--- config.mk ---
export PLATFORM = sky130hd
export DESIGN_NAME = pipe_stage_reg
export DESIGN_NICKNAME = d
export VERILOG_FILES = /design/src/rtl/pipe_stage_reg.sv
export SDC_FILE = /design/constraint.sdc
export NUM_CORES = 1
export LEC_CHECK = 0
export ABC_AREA = 1
export ABC_CLOCK_PERIOD_IN_PS = 6050
export BUFFER_PORTS_ARGS = -buffer_cell sky130_fd_sc_hd__buf_2
export CAP_MARGIN = 10
export CORE_AREA = 2 2 134 136
export CTS_CLUSTER_SIZE = 12
export DETAILED_ROUTE_END_ITERATION = 8
export DIE_AREA = 0 0 136 138
export PLACE_DENSITY = 0.71
export SYNTH_ARGS = -nofsm -noshare
export SYNTH_HDL_FRONTEND = slang
export SYNTH_SLANG_ARGS = --single-unit
export TNS_END_PERCENT = 10
--- constraint.sdc ---
create_clock -name clk -period 6.05 [get_ports clk]
set_input_delay 1.21 -clock clk [delete_from_list [all_inputs] [get_ports clk]]
set_output_delay 1.21 -clock clk [all_outputs]
set_load 0.005 [all_outputs]
--- src/rtl/pipe_stage_reg.sv ---
// ---------------------------------------------------------------------------
// pipe_stage_reg
//
// Inter-stage pipeline register for the five-stage MIPS core. Carries the
// instruction word, PC, branch-delay flag, exception code, T_new and a packed
// payload through DEPTH chained slots. The outputs are the contents of the
// last slot, so they are always registered.
//
// Per-cycle priority (highest first): reset > req > hold > stall > advance.
//   reset : async clear of every slot (pc included).
//   req   : every slot becomes a flush bubble whose pc is EXC_VEC.
//   hold  : whole chain frozen (stall ignored).
//   stall : slot 0 becomes a bubble that still records in_pc/in_bd so that
//           EPC/BD stay correct if an interrupt lands on the bubble; the
//           remaining slots advance.
//   advance: slot 0 loads the inputs, slot k loads slot k-1; tnew is
//           saturating-decremented on every move.
//
// Parameters:
//   PW      payload width (1..256)
//   TW      T_new width
//   DEPTH   number of chained slots (1..4)
//   EXC_VEC PC loaded into every slot on flush
//
// Ports:
//   clk, reset                 clock, async active-high reset
//   req, hold, stall           flush, freeze chain, bubble into slot 0
//   in_valid/ins/pc/bd/exc/tnew/payload    incoming stage data
//   out_valid/ins/pc/bd/exc/tnew/payload   contents of slot DEPTH-1
//
// Optional feature (macro PIPE_STAGE_PERF_EN):
//   bubble_cnt  counts cycles with stall & ~hold & ~req
//   flush_cnt   counts cycles with req
//   Both 32-bit, wrap, async reset, not cleared by req.
//
// Handshake: there is no backpressure handshake; in_valid qualifies the
// incoming data and out_valid qualifies the last slot. Downstream stalling is
// expressed only through hold, which freezes every slot in place.
// ---------------------------------------------------------------------------
module pipe_stage_reg #(
  parameter int          PW      = 96,
  parameter int          TW      = 3,
  parameter int          DEPTH   = 1,
  parameter logic [31:0] EXC_VEC = 32'h0000_4180
) (
  input  logic          clk,
  input  logic          reset,
  input  logic          req,
  input  logic          hold,
  input  logic          stall,
  input  logic          in_valid,
  input  logic [31:0]   in_ins,
  input  logic [31:0]   in_pc,
  input  logic          in_bd,
  input  logic [4:0]    in_exc,
  input  logic [TW-1:0] in_tnew,
  input  logic [PW-1:0] in_payload,
  output logic          out_valid,
  output logic [31:0]   out_ins,
  output logic [31:0]   out_pc,
  output logic          out_bd,
  output logic [4:0]    out_exc,
  output logic [TW-1:0] out_tnew,
  output logic [PW-1:0] out_payload
`ifdef PIPE_STAGE_PERF_EN
  ,
  output logic [31:0]   bubble_cnt,
  output logic [31:0]   flush_cnt
`endif
);

  // Saturating decrement: a result already available (0) stays at 0.
  function automatic logic [TW-1:0] sat_dec(input logic [TW-1:0] x);
    return (x != '0) ? (x - TW'(1)) : '0;
  endfunction

  logic          slot_valid   [DEPTH];
  logic [31:0]   slot_ins     [DEPTH];
  logic [31:0]   slot_pc      [DEPTH];
  logic          slot_bd      [DEPTH];
  logic [4:0]    slot_exc     [DEPTH];
  logic [TW-1:0] slot_tnew    [DEPTH];
  logic [PW-1:0] slot_payload [DEPTH];

  always_ff @(posedge clk or posedge reset) begin
    if (reset) begin
      for (int k = 0; k < DEPTH; k++) begin
        slot_valid[k]   <= 1'b0;
        slot_ins[k]     <= '0;
        slot_pc[k]      <= '0;
        slot_bd[k]      <= 1'b0;
        slot_exc[k]     <= '0;
        slot_tnew[k]    <= '0;
        slot_payload[k] <= '0;
      end
    end else if (req) begin
      for (int k = 0; k < DEPTH; k++) begin
        slot_valid[k]   <= 1'b0;
        slot_ins[k]     <= '0;
        slot_pc[k]      <= EXC_VEC;
        slot_bd[k]      <= 1'b0;
        slot_exc[k]     <= '0;
        slot_tnew[k]    <= '0;
        slot_payload[k] <= '0;
      end
    end else if (!hold) begin
      if (stall) begin
        // Bubble keeps pc/bd so an interrupt taken here reports a sane EPC.
        slot_valid[0]   <= 1'b0;
        slot_ins[0]     <= '0;
        slot_pc[0]      <= in_pc;
        slot_bd[0]      <= in_bd;
        slot_exc[0]     <= '0;
        slot_tnew[0]    <= '0;
        slot_payload[0] <= '0;
      end else begin
        slot_valid[0]   <= in_valid;
        slot_ins[0]     <= in_ins;
        slot_pc[0]      <= in_pc;
        slot_bd[0]      <= in_bd;
        slot_exc[0]     <= in_exc;
        slot_tnew[0]    <= sat_dec(in_tnew);
        slot_payload[0] <= in_payload;
      end
      for (int k = 1; k < DEPTH; k++) begin
        slot_valid[k]   <= slot_valid[k-1];
        slot_ins[k]     <= slot_ins[k-1];
        slot_pc[k]      <= slot_pc[k-1];
        slot_bd[k]      <= slot_bd[k-1];
        slot_exc[k]     <= slot_exc[k-1];
        slot_tnew[k]    <= sat_dec(slot_tnew[k-1]);
        slot_payload[k] <= slot_payload[k-1];
      end
    end
  end

  assign out_valid   = slot_valid[DEPTH-1];
  assign out_ins     = slot_ins[DEPTH-1];
  assign out_pc      = slot_pc[DEPTH-1];
  assign out_bd      = slot_bd[DEPTH-1];
  assign out_exc     = slot_exc[DEPTH-1];
  assign out_tnew    = slot_tnew[DEPTH-1];
  assign out_payload = slot_payload[DEPTH-1];

`ifdef PIPE_STAGE_PERF_EN
  // Counters survive flushes on purpose: they measure flush/bubble activity.
  always_ff @(posedge clk or posedge reset) begin
    if (reset) begin
      bubble_cnt <= '0;
      flush_cnt  <= '0;
    end else begin
      if (stall && !hold && !req) bubble_cnt <= bubble_cnt + 32'd1;
      if (req)                    flush_cnt  <= flush_cnt + 32'd1;
    end
  end
`endif

endmodule

==> qor.csv, run 1 <==
stage,metric,value,unit
finish,area of all placed cells without fillers,8910,um^2
yosys,area of the mapped netlist,6460,um^2
route,DR vias/cell,4.39,
setup_path,FF-to-FF setup slack,5.35,ns
route,DR vias,5743,
place,Area after DPL,8330,um^2
finish,Nets,1243,
timing,setup violators final,0,
timing,Final Slew Violations,0,
setup_path,critical path launch point type,primary input,
yosys,#FFs+latches synth,170,
timing,Slew @ Worst Pin,1.18,ns
power,Lkg Pwr,5.63,nW
die,Initial Util,36.9,%
die,width of the die,136,um
yosys,Post-Synth Simple-Gate Area,30.1,%
setup_path,worst setup path start,req,
finish,ant diodes,0,
die,num ports,345,
timing,Fin. Hold Viols,0,
cts,CTS sink cnt,170,
cts,Clock Root Buffer,clkbuf_16,
route,Initial DRC Count,289,
setup_path,Worst setup endpoint,out_payload[32],
route,WL/cell,13.7,um
finish,Syn-to-layout area delta,37.8,%
timing,Setup Skew,0,ns
job,max-cap violation count,0,
yosys,post-synthesis mux area share,0,%
cts,clk_lat worst skew,0.41,ns
global_route,number of global-route vias before repair,5561,
power,Logic pwr share,8.7,%
setup_path,WS Path Type,in2reg,
yosys,largest family of logic cells by synthesized area,simple AND/OR/NAND/NOR gates,
cts,clk slew on worst S/H paths,0.07,ns
finish,multi-input logic area,1980,um^2
power,PD cells,280,nW/um^2
global_route,initial antenna violation count,1,
outcome,status,finished clean,
cts,CTS Buf Count,17,
finish,"commonest non-fill, non-tap cells in the layout","504 x nand2_1, 344 x buf_2, 170 x dfrtp_1",
power,switch share,24.3,%
setup_path,CP Data Required Time,6.40,ns
setup_path,"Arr. time, crit path",3.32,ns
yosys,post-synthesis compound-gate area fraction,0.0774,%
finish,Fillers,1695,
route,Routed Antenna Nets,0,
cts,hold buffers post-CTS,0,
yosys,Syn Inst Count,733,
die,site row count,49,
min_path,Hold Path Class,reg2reg,
global_route,global-route wire length before repair,28100,um
route,Pre-antenna DRT Iters,5,
setup_path,critical path endpoint category,register,
timing,Slew headroom,21.0,%
yosys,adder-cell share of the synthesized area,0.387,%
yosys,Mean Syn Cell Area,8.82,um^2
route,drt total wl,17800,um
yosys,Yosys Warn Count,0,
cts,Max Root-Sink Buffers,2,
power,Peak VDD IR,0.190,mV
finish,Seq. cell area,4250,um^2
power,Reg power frac,48.4,%
timing,RSZ-0062 raised after global routing,false,
setup_path,R2R cell count,2,
power,Power Internal,0.00189,W
yosys,Synthesized Nets,910,
setup_path,CP max FO,116,
cts,CTS tree,done,
place,Port Buffers,344,
cts,cts repair resizes,0,
global_route,total gr overflow,0,
timing,period utilization,49.1,%
setup_path,worst reg2reg path endpoint,out_payload[80],
global_route,Total GRT Usage,18.9,%
die,Core Area,17500,um^2
finish,layout cell share with drive strength beyond 1,35.6,%
timing,setup TNS,0,ns
power,power share of the clock group,42.9,%
die,total die area,18800,um^2
power,Switching Power,0.000605,W
yosys,Cell variety after synth,14,
global_route,largest net degree at the start of global routing,117,
die,die height,138,um
cts,post-CTS setup buffers,0,
yosys,"Seq/Total Area, Yosys",65.8,%
finish,"commonest non-fill, non-tap cell in the layout",nand2_1,
yosys,Post-Synth XOR/XNOR Area,0,%
min_path,Worst Hold Depth,2,
route,# DRC,0,
place,GPL Wtd Cong,0.778,
timing,fin crit period,2.97,ns
timing,f_max,337,MHz
place,post-DP HPWL,12600,um
setup_path,R2R Path Start,out_payload[80],
cts,H-Tree Level Count,4,
==> cell families after synthesis <==
group           Yosys count
simple gates            517
flops                   170
buf+inv                  43
fa+ha+maj                 2
compound gates            1
==> cells in the mapped netlist <==
master / count / area share (%)
buf_4: 2 / 0.23
dfrtp_1: 170 / 66
o21ai_0: 1 / 0.077
nand2_1: 504 / 29
or2_2: 1 / 0.097
buf_2: 21 / 1.6
buf_6: 5 / 0.87
nor2_1: 10 / 0.58
nor2_2: 2 / 0.19
inv_2: 2 / 0.12
inv_1: 6 / 0.35
clkbuf_1: 6 / 0.35
buf_1: 1 / 0.058
ha_1: 2 / 0.39
==> final cells by class <==
type | instances | area share [%]
clock buffers | 19 | 4.86
clock inverters | 12 | 1.57
inverters | 8 | 0.421
multi-input cells | 520 | 22.3
flip-flops and latches | 170 | 47.8
well taps | 229 | 3.22
repair buffers | 349 | 19.9
==> stage by stage <==
step	worst slack [ns]	power, W	utilization, %	hold slack, ns	instances
4_1_cts	3.04	0.00253	50.8	0.469	1307
2_1_floorplan	0.237	0.00132	-	0.465	733
3_5_place_dp	2.58	0.00145	47.5	0.453	1276
6_report	3.08	0.00249	50.8	0.466	1307
3_3_place_gp	2.64	0.00145	47.5	0.449	1276
5_1_grt	2.88	0.00261	50.8	0.487	1307
==> layer usage <==
metal | routed length, um | global-route usage (%) | vias up | share of wire (%)
met1 | 7310 | 23.5 | 2637 | 41
li1 | - | - | 2846 | -
met5 | 13 | 0 | - | 0.073
met3 | 1520 | 5.90 | 22 | 8.5
met2 | 8710 | 31.4 | 236 | 49
met4 | 292 | 5.70 | 2 | 1.6
==> flip-flops by register name, summed over array words and instances, names as in the netlist <==
name and count:
out_ins 32, out_tnew 3, out_exc 5, out_pc 32, out_valid 1, out_bd 1
out_payload 96
==> power groups by stage <==
stage	Sequential (W)	Combinational (W)	Clock (W)
final	0.00121	0.000216	0.00107
after global routing	0.00121	0.000244	0.00115
after CTS	0.00121	0.000221	0.00110
after detailed placement	0.00123	0.000221	0
after global placement	0.00123	0.000219	0
after floorplan	0.00123	0.0000847	0
==> worst min path at each step <==
stage / from / end
2_1_floorplan: out_bd / out_bd
3_5_place_dp: out_pc[22] / out_pc[22]
3_3_place_gp: out_pc[0] / out_pc[0]
5_1_grt: out_payload[54] / out_payload[54]
4_1_cts: out_pc[17] / out_pc[17]
6_report: out_pc[4] / out_pc[4]
==> critical path, stage by stage <==
cell and delay [ns]:
buf_2 0.13, nor2_2 0.10, buf_4 0.31, nand2_1 0.16
inv_4 0.83, buf_4 0.39, nand2_1 0.09, nand2_1 0.07
Power figures use the tool's default switching activity.
==> run 2: changes to the inputs <==
--- a/config.mk
+++ b/config.mk
@@ -6,7 +6,7 @@
 export NUM_CORES = 1
 export LEC_CHECK = 0
 export ABC_AREA = 1
-export ABC_CLOCK_PERIOD_IN_PS = 6050
+export ABC_CLOCK_PERIOD_IN_PS = 2700
 export BUFFER_PORTS_ARGS = -buffer_cell sky130_fd_sc_hd__buf_2
 export CAP_MARGIN = 10
 export CORE_AREA = 2 2 134 136
==> constraint.sdc (replaced) <==
create_clock -name clk -period 2.7 [get_ports clk]
set_input_delay 0.54 -clock clk [delete_from_list [all_inputs] [get_ports clk]]
set_output_delay 0.54 -clock clk [all_outputs]
set_load 0.005 [all_outputs]
==> qor.csv, run 2 (same netlist as run 1, synthesis figures left out) <==
stage,metric,value,unit,change
power,Peak VDD IR,0.398,mV,+110%
timing,period utilization,55.2,%,
finish,layout cell share with drive strength beyond 1,36.0,%,+0.39 points
finish,Fillers,1640,,-3.2%
setup_path,CP Data Required Time,2.16,ns,-4.24 ns
outcome,status,finished clean,,
global_route,initial antenna violation count,0,,-1
global_route,met3 Use GR,6.09,%,+0.18 points
timing,Setup Skew,0,ns,unchanged
cts,cts repair resizes,0,,unchanged
cts,Clock Root Buffer,clkbuf_16,,
die,Initial Util,36.9,%,unchanged
route,WL/cell,13.8,um,+1.0%
global_route,global-route wire length before repair,28400,um,+0.98%
die,Core Area,17500,um^2,unchanged
cts,CTS sink cnt,170,,unchanged
finish,"commonest non-fill, non-tap cell in the layout",nand2_1,,
setup_path,crit path cell chain,buf_2,,
setup_path,CP max FO,2,,-98%
route,Initial DRC Count,279,,-3.5%
die,total die area,18800,um^2,unchanged
route,Pre-antenna DRT Iters,4,,-1
setup_path,critical path endpoint category,output port,,
cts,H-Tree Level Count,4,,unchanged
global_route,met2 usage,31.8,%,+0.40 points
setup_path,Worst path max stage delay,0.40,ns,-0.43 ns
global_route,layer with the highest usage,met2,,
route,DR vias/cell,4.41,,+0.36%
setup_path,CP bufs+invs,1,,-3
finish,Syn-to-layout area delta,39.7,%,
finish,area of all placed cells without fillers,9030,um^2,+1.4%
timing,Slew headroom,69.3,%,+48 points
min_path,Hold Path Class,in2async,,
global_route,total gr overflow,0,,unchanged
finish,"commonest non-fill, non-tap cells in the layout","504 x nand2_1, 344 x buf_2, 170 x dfrtp_1",,
route,# DRC,0,,unchanged
route,Routed Antenna Nets,0,,unchanged
place,Area after DPL,8410,um^2,+0.95%
die,num ports,345,,unchanged
cts,hold buffers post-CTS,0,,unchanged
place,Port Buffers,344,,unchanged
timing,Final Slew Violations,0,,unchanged
die,die height,138,um,unchanged
timing,setup violators final,0,,unchanged
global_route,largest net degree at the start of global routing,92,,-21%
job,max-cap violation count,0,,unchanged
die,width of the die,136,um,unchanged
place,placed cells,1280,,+0.31%
timing,fin crit period,1.49,ns,
timing,Fin. Hold Viols,0,,unchanged
timing,f_max,671,MHz,
place,GPL Wtd Cong,0.845,,+8.5%
global_route,Total GRT Usage,19.2,%,+0.33 points
finish,max reg flops,96,,unchanged
global_route,number of global-route vias before repair,5562,,+0.018%
setup_path,WS Path Type,reg2out,,
power,Lkg Pwr,5.68,nW,+0.96%
power,PD cells,638,nW/um^2,+130%
finish,"Cell Count, Final, Fillers Out",1313,,+0.46%
timing,Slew @ Worst Pin,0.461,ns,-0.724 ns
setup_path,"Arr. time, crit path",0.95,ns,-2.37 ns
cts,clk slew on worst S/H paths,0.07,ns,about the same
cts,Max Root-Sink Buffers,2,,unchanged
cts,CTS Buf Count,17,,unchanged
finish,Nets,1247,,+0.32%
place,post-DP HPWL,12800,um,+2.1%
cts,CTS tree,done,,
route,DR vias,5790,,+0.82%
route,drt total wl,18100,um,+1.5%
global_route,GR Util met1,23.8,%,+0.26 points
die,site row count,49,,unchanged
timing,RSZ-0062 raised after global routing,false,,
setup_path,critical path launch point type,register,,
cts,post-CTS setup buffers,0,,unchanged
setup_path,CP top delay family,flip-flops,,
setup_path,"Slowest-stage cell, CP",dfrtp_1,,
cts,clk_lat worst skew,0.41,ns,about the same
==> run 2: worst paths after layout <==
check	start	endpoint	slack, ns	cells past startpoint
worst min register to register	out_pc[29]	out_pc[29]	0.46	2
worst min-delay path	reset	out_payload[49]	0.25	3
max in group asynchronous	reset	out_payload[9]	2.04	3
worst max register to register	out_tnew[0]	out_tnew[0]	1.98	2
min in group clk	in_ins[13]	out_ins[13]	0.31	3
worst max-delay path	out_payload[8]	out_payload[8]	1.21	1
==> run 2: routing by layer <==
| metal | share of wire, % | up-vias |
|---|---|---|
| met3 | 8.5 | 28 |
| met1 | 41 | 2656 |
| met2 | 48 | 243 |
| met4 | 2.1 | 0 |
| met5 | 0 | - |
| li1 | - | 2863 |
==> run 2: worst min-delay path: stages <==
cell and delay (ns):
buf_2 0.11, clkinvlp_4 0.11, buf_12 0.28
==> run 2: stage by stage <==
step	setup TNS (ns)	util (%)	power [W]	hold WS, ns	worst slack (ns)
after global routing	0	51.5	0.00601	0.266	1.16
after floorplan	-1.48	-	0.00295	0.465	-0.00871
after global placement	0	48.0	0.00325	0.449	0.889
after detailed placement	0	48.0	0.00326	0.453	0.848
final	0	51.5	0.00576	0.248	1.21
after CTS	0	51.5	0.00583	0.243	1.18
==> run 2: area by class of cell <==
cell class | count | area (um^2) | area share [%]
inverter | 8 | 36.3 | 0.402
clock buffer | 20 | 457 | 5.06
sequential | 170 | 4250 | 47.1
multi-input combinational | 520 | 1980 | 22.0
clock inverter | 12 | 161 | 1.79
timing repair buffer | 353 | 1850 | 20.5
tap | 229 | 287 | 3.17
antenna | 1 | 2.50 | 0.0277
==> run 2: where the power goes <==
group	internal (W)	switching, W	total, W
sequential	0.00265	0.0000546	0.00271
clock	0.00152	0.00104	0.00256
combinational	0.000218	0.000280	0.000499
==> run 3: changes to the inputs <==
==> config.mk (replaced) <==
export PLATFORM = sky130hd
export DESIGN_NAME = pipe_stage_reg
export DESIGN_NICKNAME = d
export VERILOG_FILES = /design/src/rtl/pipe_stage_reg.sv
export SDC_FILE = /design/constraint.sdc
export NUM_CORES = 1
export LEC_CHECK = 0
export ABC_AREA = 0
export ABC_CLOCK_PERIOD_IN_PS = 1400
export BUFFER_PORTS_ARGS = -buffer_cell sky130_fd_sc_hd__buf_2
export CAP_MARGIN = 10
export CORE_AREA = 2 2 133 135
export CTS_CLUSTER_SIZE = 12
export DETAILED_ROUTE_END_ITERATION = 8
export DIE_AREA = 0 0 135 137
export PLACE_DENSITY = 0.68
export SYNTH_ARGS = -nofsm -noshare
export SYNTH_HDL_FRONTEND = slang
export SYNTH_SLANG_ARGS = --single-unit
export TNS_END_PERCENT = 10
==> constraint.sdc (replaced) <==
create_clock -name clk -period 1.4 [get_ports clk]
set_input_delay 0.28 -clock clk [delete_from_list [all_inputs] [get_ports clk]]
set_output_delay 0.28 -clock clk [all_outputs]
set_load 0.005 [all_outputs]
==> qor.csv, run 3 <==
stage,metric,value,unit,change
outcome,status,finished clean,,
place,Area after DPL,8290,um^2,-1.5%
finish,layout cell share with drive strength beyond 1,51.0,%,+15 points
route,DR vias,4852,,-16%
setup_path,crit path cell chain,buf_2,,
timing,RSZ-0062 raised after global routing,false,,
place,GPL Wtd Cong,0.792,,-6.3%
cts,H-Tree Level Count,4,,unchanged
power,Total Power,0.0107,W,+86%
timing,Slew @ Worst Pin,0.368,ns,-0.0935 ns
yosys,Syn Inst Count,422,,-42%
setup_path,CP Data Required Time,1.12,ns,-1.04 ns
finish,Fillers,1527,,-6.9%
power,Reg power frac,48.9,%,+1.9 points
setup_path,CP top delay family,flip-flops,,
route,Routed Antenna Nets,0,,unchanged
die,site row count,48,,-2.0%
finish,Nets,946,,-24%
power,Logic pwr share,9.8,%,+1.1 points
global_route,number of global-route vias before repair,4835,,-13%
route,Pre-antenna DRT Iters,5,,+1
route,WL/cell,16.7,um,+21%
setup_path,CP max FO,2,,unchanged
global_route,total gr overflow,0,,unchanged
cts,CTS sink cnt,170,,unchanged
power,PD cells,1210,nW/um^2,+89%
timing,fin crit period,1.25,ns,
cts,CTS tree,done,,
power,power share of the clock group,41.3,%,-3.1 points
die,Initial Util,37.0,%,+0.087 points
die,Core Area,17100,um^2,-2.7%
yosys,asr flop ratio synth,100,%,unchanged
power,Peak VDD IR,0.751,mV,+89%
cts,clk_lat worst skew,0.42,ns,about the same
die,total die area,18500,um^2,-1.5%
job,max-cap violation count,0,,unchanged
setup_path,critical path endpoint category,output port,,
cts,cts repair resizes,0,,unchanged
yosys,Mean Syn Cell Area,14.9,um^2,+69%
route,drt total wl,16800,um,-7.0%
setup_path,CP bufs+invs,1,,unchanged
power,Lkg Pwr,5.06,nW,-11%
cts,Max Root-Sink Buffers,2,,unchanged
finish,Syn-to-layout area delta,40.4,%,
yosys,"Seq/Total Area, Yosys",67.5,%,+1.7 points
timing,period utilization,89.3,%,
global_route,largest net degree at the start of global routing,68,,-26%
min_path,Hold Path Class,in2reg,,
yosys,"EDFF count, synth",0,,unchanged
place,Port Buffers,344,,unchanged
timing,setup violators final,0,,unchanged
setup_path,critical path launch point type,register,,
power,Power Internal,0.00802,W,+83%
yosys,largest area contributor in the netlist,dfrtp_1,,
route,DR vias/cell,4.81,,+9.2%
cts,CTS Buf Count,17,,unchanged
power,switch share,24.9,%,+1.1 points
timing,Final Slew Violations,0,,unchanged
route,Initial DRC Count,271,,-2.9%
setup_path,"Arr. time, crit path",0.97,ns,+0.02 ns
yosys,"count leader, synth",dfrtp_1,,
setup_path,WS Path Type,reg2out,,
cts,Clock Root Buffer,clkbuf_16,,
timing,Fin. Hold Viols,0,,unchanged
yosys,Synthesized Nets,599,,-34%
cts,clk slew on worst S/H paths,0.07,ns,about the same
timing,Setup Skew,0,ns,unchanged
yosys,most frequent cells after synthesis,"170 x dfrtp_1, 137 x a22o_1, 31 x nor2_1",,
yosys,"Top FF cell, synth",dfrtp_1,,
finish,max reg flops,96,,unchanged
place,post-DP HPWL,11900,um,-7.6%
setup_path,Worst path max stage delay,0.40,ns,about the same
timing,Slew headroom,75.5,%,+6.2 points
yosys,top post-synthesis cells by area,"dfrtp_1 67%, a22o_1 19%, mux2i_1 4.8%",,
yosys,Cell variety after synth,16,,+2
timing,f_max,800,MHz,
global_route,global-route wire length before repair,25600,um,-9.8%
global_route,Total GRT Usage,17.8,%,-1.4 points
setup_path,FF-to-FF setup slack,0.64,ns,-1.34 ns
route,# DRC,0,,unchanged
yosys,area of the mapped netlist,6300,um^2,-2.5%
finish,"commonest non-fill, non-tap cell in the layout",buf_2,,
die,die height,137,um,-0.72%
global_route,initial antenna violation count,1,,+1
finish,area of all placed cells without fillers,8850,um^2,-2.0%
finish,"commonest non-fill, non-tap cells in the layout","344 x buf_2, 170 x dfrtp_1, 137 x a22o_1",,
die,num ports,345,,unchanged
yosys,Yosys Warn Count,0,,unchanged
yosys,Synth top area share,67.5,%,+1.7 points
yosys,#FFs+latches synth,170,,unchanged
die,width of the die,135,um,-0.74%
power,Switching Power,0.00266,W,+94%
setup_path,"Slowest-stage cell, CP",dfrtp_1,,
cts,post-CTS setup buffers,0,,unchanged
## run 3: changes by cell type in the layout (fill, tap and decap cells not counted), moves of 2 or more
cell        change
nor2b_1         +3
buf_12          +5
nand2_1       -503
clkinv_4        +4
nor2_1         +21
mux2i_1        +30
inv_1           -3
a211o_1         +3
buf_4           +7
bufinv_16       -3
clkinvlp_4      -2
a22o_1        +137
## run 3: worst paths after layout
check / startpoint / to / cells after the start
setup / recovery: out_ins[28] / out_ins[28] / 1
min in group asynchronous: reset / out_payload[49] / 4
hold reg to reg: out_pc[8] / out_pc[8] / 1
hold / removal: in_exc[4] / out_exc[4] / 2
max in group asynchronous: reset / out_payload[17] / 4
setup reg to reg: out_pc[14] / out_pc[14] / 1
## run 3: area by class of cell
class                      count  area [um^2]  share of cell area [%]
multi-input combinational    211         1730                    19.6
inverter                       3         15.0                   0.170
clock inverter                12          106                    1.20
sequential                   170         4250                    48.1
timing repair buffer         366         2010                    22.8
clock buffer                  20          447                    5.05
antenna                        1         2.50                  0.0283
tap                          225          282                    3.18
## run 3: routing by layer
metal	global-route usage [%]	wire (um)	up-vias	part of all wire [%]
met1	22.4	6920	2372	41
li1	-	-	2261	-
met5	0	0	-	0
met3	6.00	1340	20	8.0
met2	28.6	8300	199	49
met4	7.00	284	0	1.7
## run 3: what timing repair did
action                                  CTS  global route
hold buffers                              1             0
endpoints found under the setup margin    0             0
endpoints found under the hold margin    22             0
## run 3: cells by family after synthesis
| kind of cell | after synthesis | synth area share [%] |
|---|---|---|
| AOI/OAI and AO/OA | 141 | 19.5 |
| DFF | 170 | 67.5 |
| muxes | 30 | 4.76 |
| and+or+nand+nor | 38 | 2.66 |
| adders and majority gates | 2 | 0.397 |
| buffers and inverters | 41 | 5.16 |
## run 3: through the flow
step / setup slack [ns] / cells / util (%) / hold WS, ns / setup TNS [ns]
6_report: 0.150 / 1008 / 51.9 / 0.0676 / 0
2_1_floorplan: -1.05 / 422 / - / 0.413 / -178.28
4_1_cts: 0.135 / 1007 / 51.9 / 0.0523 / 0
5_1_grt: 0.108 / 1008 / 51.9 / 0.0482 / 0
3_3_place_gp: 0.116 / 974 / 48.6 / 0.397 / 0
3_5_place_dp: 0.0913 / 974 / 48.6 / 0.400 / 0
## run 3: power by group through the flow
stage               combinational [W]  clock, W  sequential [W]
CTS                           0.00107   0.00452         0.00522
finish                        0.00105   0.00441         0.00522
global placement              0.00105         0         0.00531
floorplan                    0.000464         0         0.00533
detailed placement            0.00107         0         0.00531
global route                  0.00117   0.00477         0.00524
